## config.mk

```make
export PLATFORM = sky130hd
export DESIGN_NAME = ask_demodulator
export DESIGN_NICKNAME = d
export VERILOG_FILES = /design/src/rtl/ask_demod_pkg.sv /design/src/rtl/ask_peak_detector.sv /design/src/rtl/ask_demodulator.sv
export SDC_FILE = /design/constraint.sdc
export NUM_CORES = 1
export LEC_CHECK = 0
export ABC_AREA = 0
export BUFFER_PORTS_ARGS = -buffer_cell sky130_fd_sc_hd__buf_2
export CORE_AREA = 4 4 99 101
export CTS_BUF_LIST = sky130_fd_sc_hd__clkbuf_8
export DETAILED_ROUTE_END_ITERATION = 12
export DIE_AREA = 0 0 103 105
export PLACE_DENSITY = 0.83
export SYNTH_ARGS = -nofsm -noshare
export SYNTH_HDL_FRONTEND = slang
export SYNTH_SLANG_ARGS = --single-unit
```

## constraint.sdc

```tcl
create_clock -name clk -period 4.02 [get_ports clk]
set_input_delay 0 -clock clk [delete_from_list [all_inputs] [get_ports clk]]
set_output_delay 0 -clock clk [all_outputs]
set_load 0.1 [all_outputs]
```

## src/rtl/ask_demod_pkg.sv

```systemverilog
// Shared constants and types for the ASK demodulator: default sample widths,
// the saturated magnitude value and the bit-synchroniser state encoding.
package ask_demod_pkg;

    localparam int ASK_DATA_W = 12;
    localparam int ASK_MAG_W  = ASK_DATA_W - 1;
    localparam logic [ASK_MAG_W-1:0] ASK_MAG_SAT = 11'd2047;

    typedef enum logic {
        HUNT = 1'b0,
        SYNC = 1'b1
    } sync_state_t;

endpackage

```

## src/rtl/ask_peak_detector.sv

```systemverilog
// Per-window peak envelope detector: saturating |x|, window counter and running
// max. Exposes the closing-sample max combinationally so hysteresis lands at t+1.
module ask_peak_detector
    import ask_demod_pkg::*;
#(
    parameter int DATA_W = ASK_DATA_W,
    parameter int CNT_W  = 16
) (
    input  logic              clk,
    input  logic              reset,
    input  logic              en,
    input  logic [DATA_W-1:0] ask_in,
    input  logic [CNT_W-1:0]  win_len,
    output logic              win_last,
    output logic [DATA_W-2:0] win_max,
    output logic [DATA_W-2:0] peak_out,
    output logic              win_done
);

    localparam int MAG_W = DATA_W - 1;

    logic [DATA_W-1:0] neg;
    logic [MAG_W-1:0]  mag;
    logic [CNT_W-1:0]  win_len_m1;

    logic [CNT_W-1:0] win_cnt_q, win_cnt_d;
    logic [MAG_W-1:0] acc_q, acc_d;
    logic [MAG_W-1:0] peak_q, peak_d;
    logic             win_done_q, win_done_d;

    always_comb begin
        neg = -ask_in;
        if (ask_in[DATA_W-1]) begin
            // negating the most negative code wraps back to negative: saturate
            if (neg[DATA_W-1]) begin
                mag = '1;
            end else begin
                mag = neg[MAG_W-1:0];
            end
        end else begin
            mag = ask_in[MAG_W-1:0];
        end
    end

    always_comb begin
        win_len_m1 = (win_len == '0) ? '0 : win_len - CNT_W'(1);
        win_last   = en && (win_cnt_q >= win_len_m1);
        win_max    = (mag > acc_q) ? mag : acc_q;
    end

    always_comb begin
        win_cnt_d  = win_cnt_q;
        acc_d      = acc_q;
        peak_d     = peak_q;
        win_done_d = 1'b0;
        if (en) begin
            if (win_last) begin
                win_cnt_d  = '0;
                acc_d      = '0;
                peak_d     = win_max;
                win_done_d = 1'b1;
            end else begin
                win_cnt_d  = win_cnt_q + CNT_W'(1);
                acc_d      = win_max;
            end
        end
    end

    always_ff @(posedge clk or negedge reset) begin
        if (!reset) begin
            win_cnt_q  <= '0;
            acc_q      <= '0;
            peak_q     <= '0;
            win_done_q <= 1'b0;
        end else begin
            win_cnt_q  <= win_cnt_d;
            acc_q      <= acc_d;
            peak_q     <= peak_d;
            win_done_q <= win_done_d;
        end
    end

    assign peak_out = peak_q;
    assign win_done = win_done_q;

endmodule

```

## src/rtl/ask_demodulator.sv

```systemverilog
// ASK demodulator top: hysteresis thresholding of window peaks into env_bit and
// a window-count bit synchroniser that samples env_bit mid-bit.
//
// state | meaning
// HUNT  | unlocked, waiting for an envelope transition to align on
// SYNC  | counting windows per bit, emitting env_bit at mid-bit
module ask_demodulator
    import ask_demod_pkg::*;
#(
    parameter int DATA_W       = ASK_DATA_W,
    parameter int CNT_W        = 16,
    parameter int LOCK_TIMEOUT = 16
) (
    input  logic              clk,
    input  logic              reset,
    input  logic              en,
    input  logic [DATA_W-1:0] ask_in,
    input  logic [CNT_W-1:0]  win_len,
    input  logic [CNT_W-1:0]  bit_len,
    input  logic [DATA_W-2:0] thr_hi,
    input  logic [DATA_W-2:0] thr_lo,
    output logic [DATA_W-2:0] peak_out,
    output logic              env_bit,
    output logic              data_out,
    output logic              data_valid,
    output logic              locked
);

    localparam int QW = $clog2(LOCK_TIMEOUT + 1);

    logic              win_last;
    logic [DATA_W-2:0] win_max;
    logic              win_done;

    ask_peak_detector #(
        .DATA_W (DATA_W),
        .CNT_W  (CNT_W)
    ) u_peak (
        .clk      (clk),
        .reset    (reset),
        .en       (en),
        .ask_in   (ask_in),
        .win_len  (win_len),
        .win_last (win_last),
        .win_max  (win_max),
        .peak_out (peak_out),
        .win_done (win_done)
    );

    sync_state_t      state_q, state_d;
    logic             env_bit_q, env_bit_d;
    logic             env_prev_q, env_prev_d;
    logic [CNT_W-1:0] bit_cnt_q, bit_cnt_d;
    logic [QW-1:0]    quiet_cnt_q, quiet_cnt_d;
    logic             edge_seen_q, edge_seen_d;
    logic             data_out_q, data_out_d;
    logic             data_valid_q, data_valid_d;
    logic             locked_q, locked_d;

    logic [CNT_W-1:0] bit_len_eff;
    logic [CNT_W-1:0] bit_half;
    logic             env_edge;
    logic [QW-1:0]    quiet_next;

    always_comb begin
        env_bit_d = env_bit_q;
        // thr_hi checked first so it wins when thresholds are inverted
        if (win_last) begin
            if (win_max >= thr_hi) begin
                env_bit_d = 1'b1;
            end else if (win_max < thr_lo) begin
                env_bit_d = 1'b0;
            end
        end
    end

    always_comb begin
        bit_len_eff = (bit_len == '0) ? CNT_W'(1) : bit_len;
        bit_half    = (bit_len[CNT_W-1:1] == '0) ? CNT_W'(1) : {1'b0, bit_len[CNT_W-1:1]};
        env_edge    = win_done && (env_bit_q != env_prev_q);
        quiet_next  = edge_seen_q ? '0 : quiet_cnt_q + QW'(1);
    end

    always_comb begin
        state_d      = state_q;
        env_prev_d   = env_prev_q;
        bit_cnt_d    = bit_cnt_q;
        quiet_cnt_d  = quiet_cnt_q;
        edge_seen_d  = edge_seen_q;
        data_out_d   = data_out_q;
        data_valid_d = 1'b0;
        locked_d     = locked_q;

        if (win_done) begin
            env_prev_d = env_bit_q;
        end

        case (state_q)
            HUNT: begin
                locked_d = 1'b0;
                if (env_edge) begin
                    bit_cnt_d   = bit_half;
                    quiet_cnt_d = '0;
                    edge_seen_d = 1'b0;
                    state_d     = SYNC;
                end
            end
            SYNC: begin
                if (win_done) begin
                    if (env_edge) begin
                        bit_cnt_d   = bit_half;
                        edge_seen_d = 1'b1;
                    end else if (bit_cnt_q <= CNT_W'(1)) begin
                        data_out_d   = env_bit_q;
                        data_valid_d = 1'b1;
                        bit_cnt_d    = bit_len_eff;
                        edge_seen_d  = 1'b0;
                        if (quiet_next >= QW'(LOCK_TIMEOUT)) begin
                            quiet_cnt_d = '0;
                            locked_d    = 1'b0;
                            state_d     = HUNT;
                        end else begin
                            quiet_cnt_d = quiet_next;
                            locked_d    = 1'b1;
                        end
                    end else begin
                        bit_cnt_d = bit_cnt_q - CNT_W'(1);
                    end
                end
            end
            default: state_d = HUNT;
        endcase
    end

    always_ff @(posedge clk or negedge reset) begin
        if (!reset) begin
            state_q      <= HUNT;
            env_bit_q    <= 1'b0;
            env_prev_q   <= 1'b0;
            bit_cnt_q    <= '0;
            quiet_cnt_q  <= '0;
            edge_seen_q  <= 1'b0;
            data_out_q   <= 1'b0;
            data_valid_q <= 1'b0;
            locked_q     <= 1'b0;
        end else begin
            state_q      <= state_d;
            env_bit_q    <= env_bit_d;
            env_prev_q   <= env_prev_d;
            bit_cnt_q    <= bit_cnt_d;
            quiet_cnt_q  <= quiet_cnt_d;
            edge_seen_q  <= edge_seen_d;
            data_out_q   <= data_out_d;
            data_valid_q <= data_valid_d;
            locked_q     <= locked_d;
        end
    end

    assign env_bit    = env_bit_q;
    assign data_out   = data_out_q;
    assign data_valid = data_valid_q;
    assign locked     = locked_q;

endmodule

```

==> results.py <==
metrics = {
    "grt": {
        "grt_usage_pct": 26.8,
        "grt_pass1_vias": 5202,
        "grt_pass1_wl_mm": 23.5,
        "grt_antenna_before_repair": 0,
        "grt_max_degree": 39,
        "grt_overflow": 0,
    },
    "cells_and_area": {
        "n_fill_cell": 642,
        "antenna_cells": 0,
        "layout.cells.non_filler": 869,
        "final_common_cell": "buf_2",
        "final_nets": 876,
        "syn_to_final_growth_pct": 27.6,
        "final_cell_mix": "83 x buf_2, 67 x dfrtp_1, 60 x nand2_1",
        "drive_above_1_share_pct": 26.1,
    },
    "power_and_ir_drop": {
        "leakagePower_nw": 3.25,
        "vdd.ir_drop.worst_v": 0.000319,
        "total_power_w": 0.00302,
        "power_density_mw_per_mm2": 455,
    },
    "timing": {
        "max_slew_margin_pct": 7.26,
        "slew_violations": 0,
        "worst_pin_slew_ns": 1.38,
        "max_freq_mhz": 229,
        "post-route-min-period_ns": 4.36,
        "skew_ns": 0.0162,
        "rsz0062_at_grt": "yes",
        "finalSetupViolations": 1,
        "hold_ws_ns": 0.0188,
        "min_period_over_period_pct": 109,
        "fin_ws_ns": -0.345,
        "hold_viol": 0,
    },
    "flow_run": {
        "drv_cap": 0,
    },
    "placed_design": {
        "port-buffer-count": 83,
        "dpl.cell_count": 839,
        "routabilityCongestion": 0.923,
        "hpwl_mm": 10.7,
    },
    "route": {
        "routedWlPerCell_um": 16.3,
        "via_count": 5182,
        "drc": 0,
        "viasPerCell": 5.96,
        "drt_wl_total_mm": 14.1,
        "drtPass1Iterations": 6,
        "drt-initial-drc-count": 325,
        "ant_nets": 0,
    },
    "yosys": {
        "synth.avg_cell_area_um2": 8.57,
        "yosys.area.top_type": "dfrtp_1",
        "synth_top_area_share_pct": 32.2,
        "synth_edf_count": 0,
        "netlist_top_cells_area": "dfrtp_1 32%, ha_1 13%, xor2_1 4.7%, nand2_1 4.5%, o21ai_0 3.9%",
        "ys_types": 56,
        "ys_seq_area_share_pct": 32.2,
        "ys_seq_elements": 67,
        "ys.flop_type": "dfrtp_1",
        "synth_area_mm2": 0.00520,
        "syn_nets": 730,
        "synth-async-reset-ratio_pct": 100,
        "syn_inst": 607,
        "yosys_warnings": 0,
    },
    "die": {
        "core_mm2": 0.00902,
        "start_util_pct": 57.7,
        "io_pins": 84,
        "die_w_um": 103,
        "dieArea_mm2": 0.0108,
        "rows": 35,
        "dieHeight_um": 105,
    },
    "outcome": {
        "status": "finished, violations left",
        "violations": "negative setup slack",
    },
    "setup_path": {
        "r2r_setup_slack_ns": 0.65,
        "cp_num_buf_inv": 3,
        "crit_type": "primary input to flip-flop",
        "cpLargestDelayFamily": "simple AND/OR/NAND/NOR gates",
        "required_ns": 4.24,
        "setup.worst_path.end_class": "flip-flop",
        "critPathMaxFanout": 14,
        "cp-start-kind": "primary input",
        "arrival_ns": 4.58,
        "slowest_delay_ns": 0.56,
        "path_cells": "buf_2 > or4_4 > or4_4 > or4b_4 > buf_6 > nand2_1 > ha_1 > nand4_1 > a211oi_2 > a2111oi_4 > a41oi_2 > buf_6 > nand2_1 > o21ai_2 > ha_1 > a211oi_2 > nor2_1 > nor3_1 > o21ai_1 > a211oi_1 > a41o_1 > o21ai_0",
        "crit_slowest_cell": "or4b_4",
    },
    "cts": {
        "cts_buffers": 9,
        "max-clock-path-buffers": 2,
        "cts.sinks": 67,
        "cts_tree": "yes",
        "clock_latency_ns": 0.35,
        "root_buffer": "clkbuf_8",
        "cts_max_level": 3,
        "path_clk_slew_ns": 0.09,
    },
    "hold_path": {
        "hold_path.class": "primary input to flip-flop",
    },
}
[power breakdown]
| group | internal [W] | switching, W |
|---|---|---|
| logic | 0.000701 | 0.000723 |
| registers | 0.000770 | 0.000115 |
| clock network | 0.000416 | 0.000293 |
[flip-flops by register name, indices dropped and copies added, names as in the netlist]
register and count:
quiet_cnt_q 5, u_peak.win_cnt_q 16, edge_seen_q 1, bit_cnt_q 16
u_peak.peak_out 11, env_prev_q 1, u_peak.acc_q 11, data_out 1
u_peak.win_done 1, state_q 1, data_valid 1, locked 1
env_bit 1
[area by class of cell]
cell class                 count  area (um^2)  area share [%]
multi-input combinational    477         3440            51.8
sequential                    67         1680            25.3
timing repair buffer         149          953            14.4
inverter                      49          184            2.77
tap                          111          139            2.09
clock buffer                   9          124            1.87
clock inverter                 7          124            1.87
[path summary, 6_finish.rpt]
| path | to | cells after the start | start |
|---|---|---|---|
| max | env_bit | 22 | ask_in[5] |
| min in group asynchronous | u_peak.peak_out[5] | 2 | reset |
| max in group asynchronous | u_peak.win_cnt_q[1] | 3 | reset |
| max reg2reg | env_bit | 15 | u_peak.acc_q[6] |
| min reg2reg | u_peak.acc_q[2] | 1 | u_peak.acc_q[2] |
| min | bit_cnt_q[9] | 3 | bit_len[9] |
[cell usage after synthesis (all sizes together) (2+ instances only)]
master	instances
and2	2
inv	49
or4b	3
a211oi	8
o2bb2ai	3
a32oi	4
buf	5
nor4	12
nand2b	5
a21o	4
ha	54
nor2	49
a22o	13
nor3	23
a21oi	34
xnor2	13
or4	6
a22oi	2
or3	9
o22ai	10
o31ai	4
a31oi	8
o21a	4
a2111oi	2
mux2	18
nand3	11
clkbuf	9
mux2i	4
and4	4
xor2	28
a21boi	2
dfrtp	67
o21ai	43
and3	3
nand2	62
nor2b	7
nand4	13
[timing repair]
action,in CTS,in global routing
resized for setup,12,11
hold endpoints to repair,39,1
hold buffers,13,1
setup buffers,0,0
setup endpoints to repair,1,16
pin swaps,3,2
[worst register-to-register path, stage by stage, from the launching register on]
cell and delay (ns):
dfrtp_1 0.36, inv_1 0.06, ha_1 0.34, nand4_1 0.18, a211oi_2 0.32, a2111oi_4 0.10
a41oi_2 0.21, buf_4 0.17, mux2_4 0.33, ha_4 0.27, nand4_1 0.13, nor3_2 0.20
nand2_1 0.07, mux2_2 0.25, a41o_1 0.22, o21ai_0 0.07
[per-layer routing]
layer,track usage [%],share of wire [%],up-vias
met4,8.60,2.3,0
met1,33.5,42,2469
met5,0,0,-
met3,4.87,5.5,33
met2,45.9,51,179
li1,-,-,2501
[through the flow]
| step | setup TNS (ns) | area (um^2) | worst slack [ns] | util, % |
|---|---|---|---|---|
| CTS | -0.260 | 6590 | -0.260 | 73.1 |
| global placement | -0.609 | 6150 | -0.609 | 68.2 |
| global route | -0.736 | 6640 | -0.565 | 73.6 |
| floorplan | -0.408 | 5270 | -0.408 | - |
| detailed placement | -1.09 | 6150 | -0.710 | 68.2 |
| finish | -0.345 | 6640 | -0.345 | 73.6 |
[logic make-up after synthesis]
| family | share of synthesized area [%] |
|---|---|
| AO/OA/AOI/OAI | 17.9 |
| XOR/XNOR | 6.90 |
| adder cells (fa/ha/maj) | 13.0 |
| buffers and inverters | 4.64 |
| flip-flops | 32.2 |
| multiplexers | 4.81 |
| AND/OR/NAND/NOR | 20.5 |
Power figures use the tool's default switching activity.
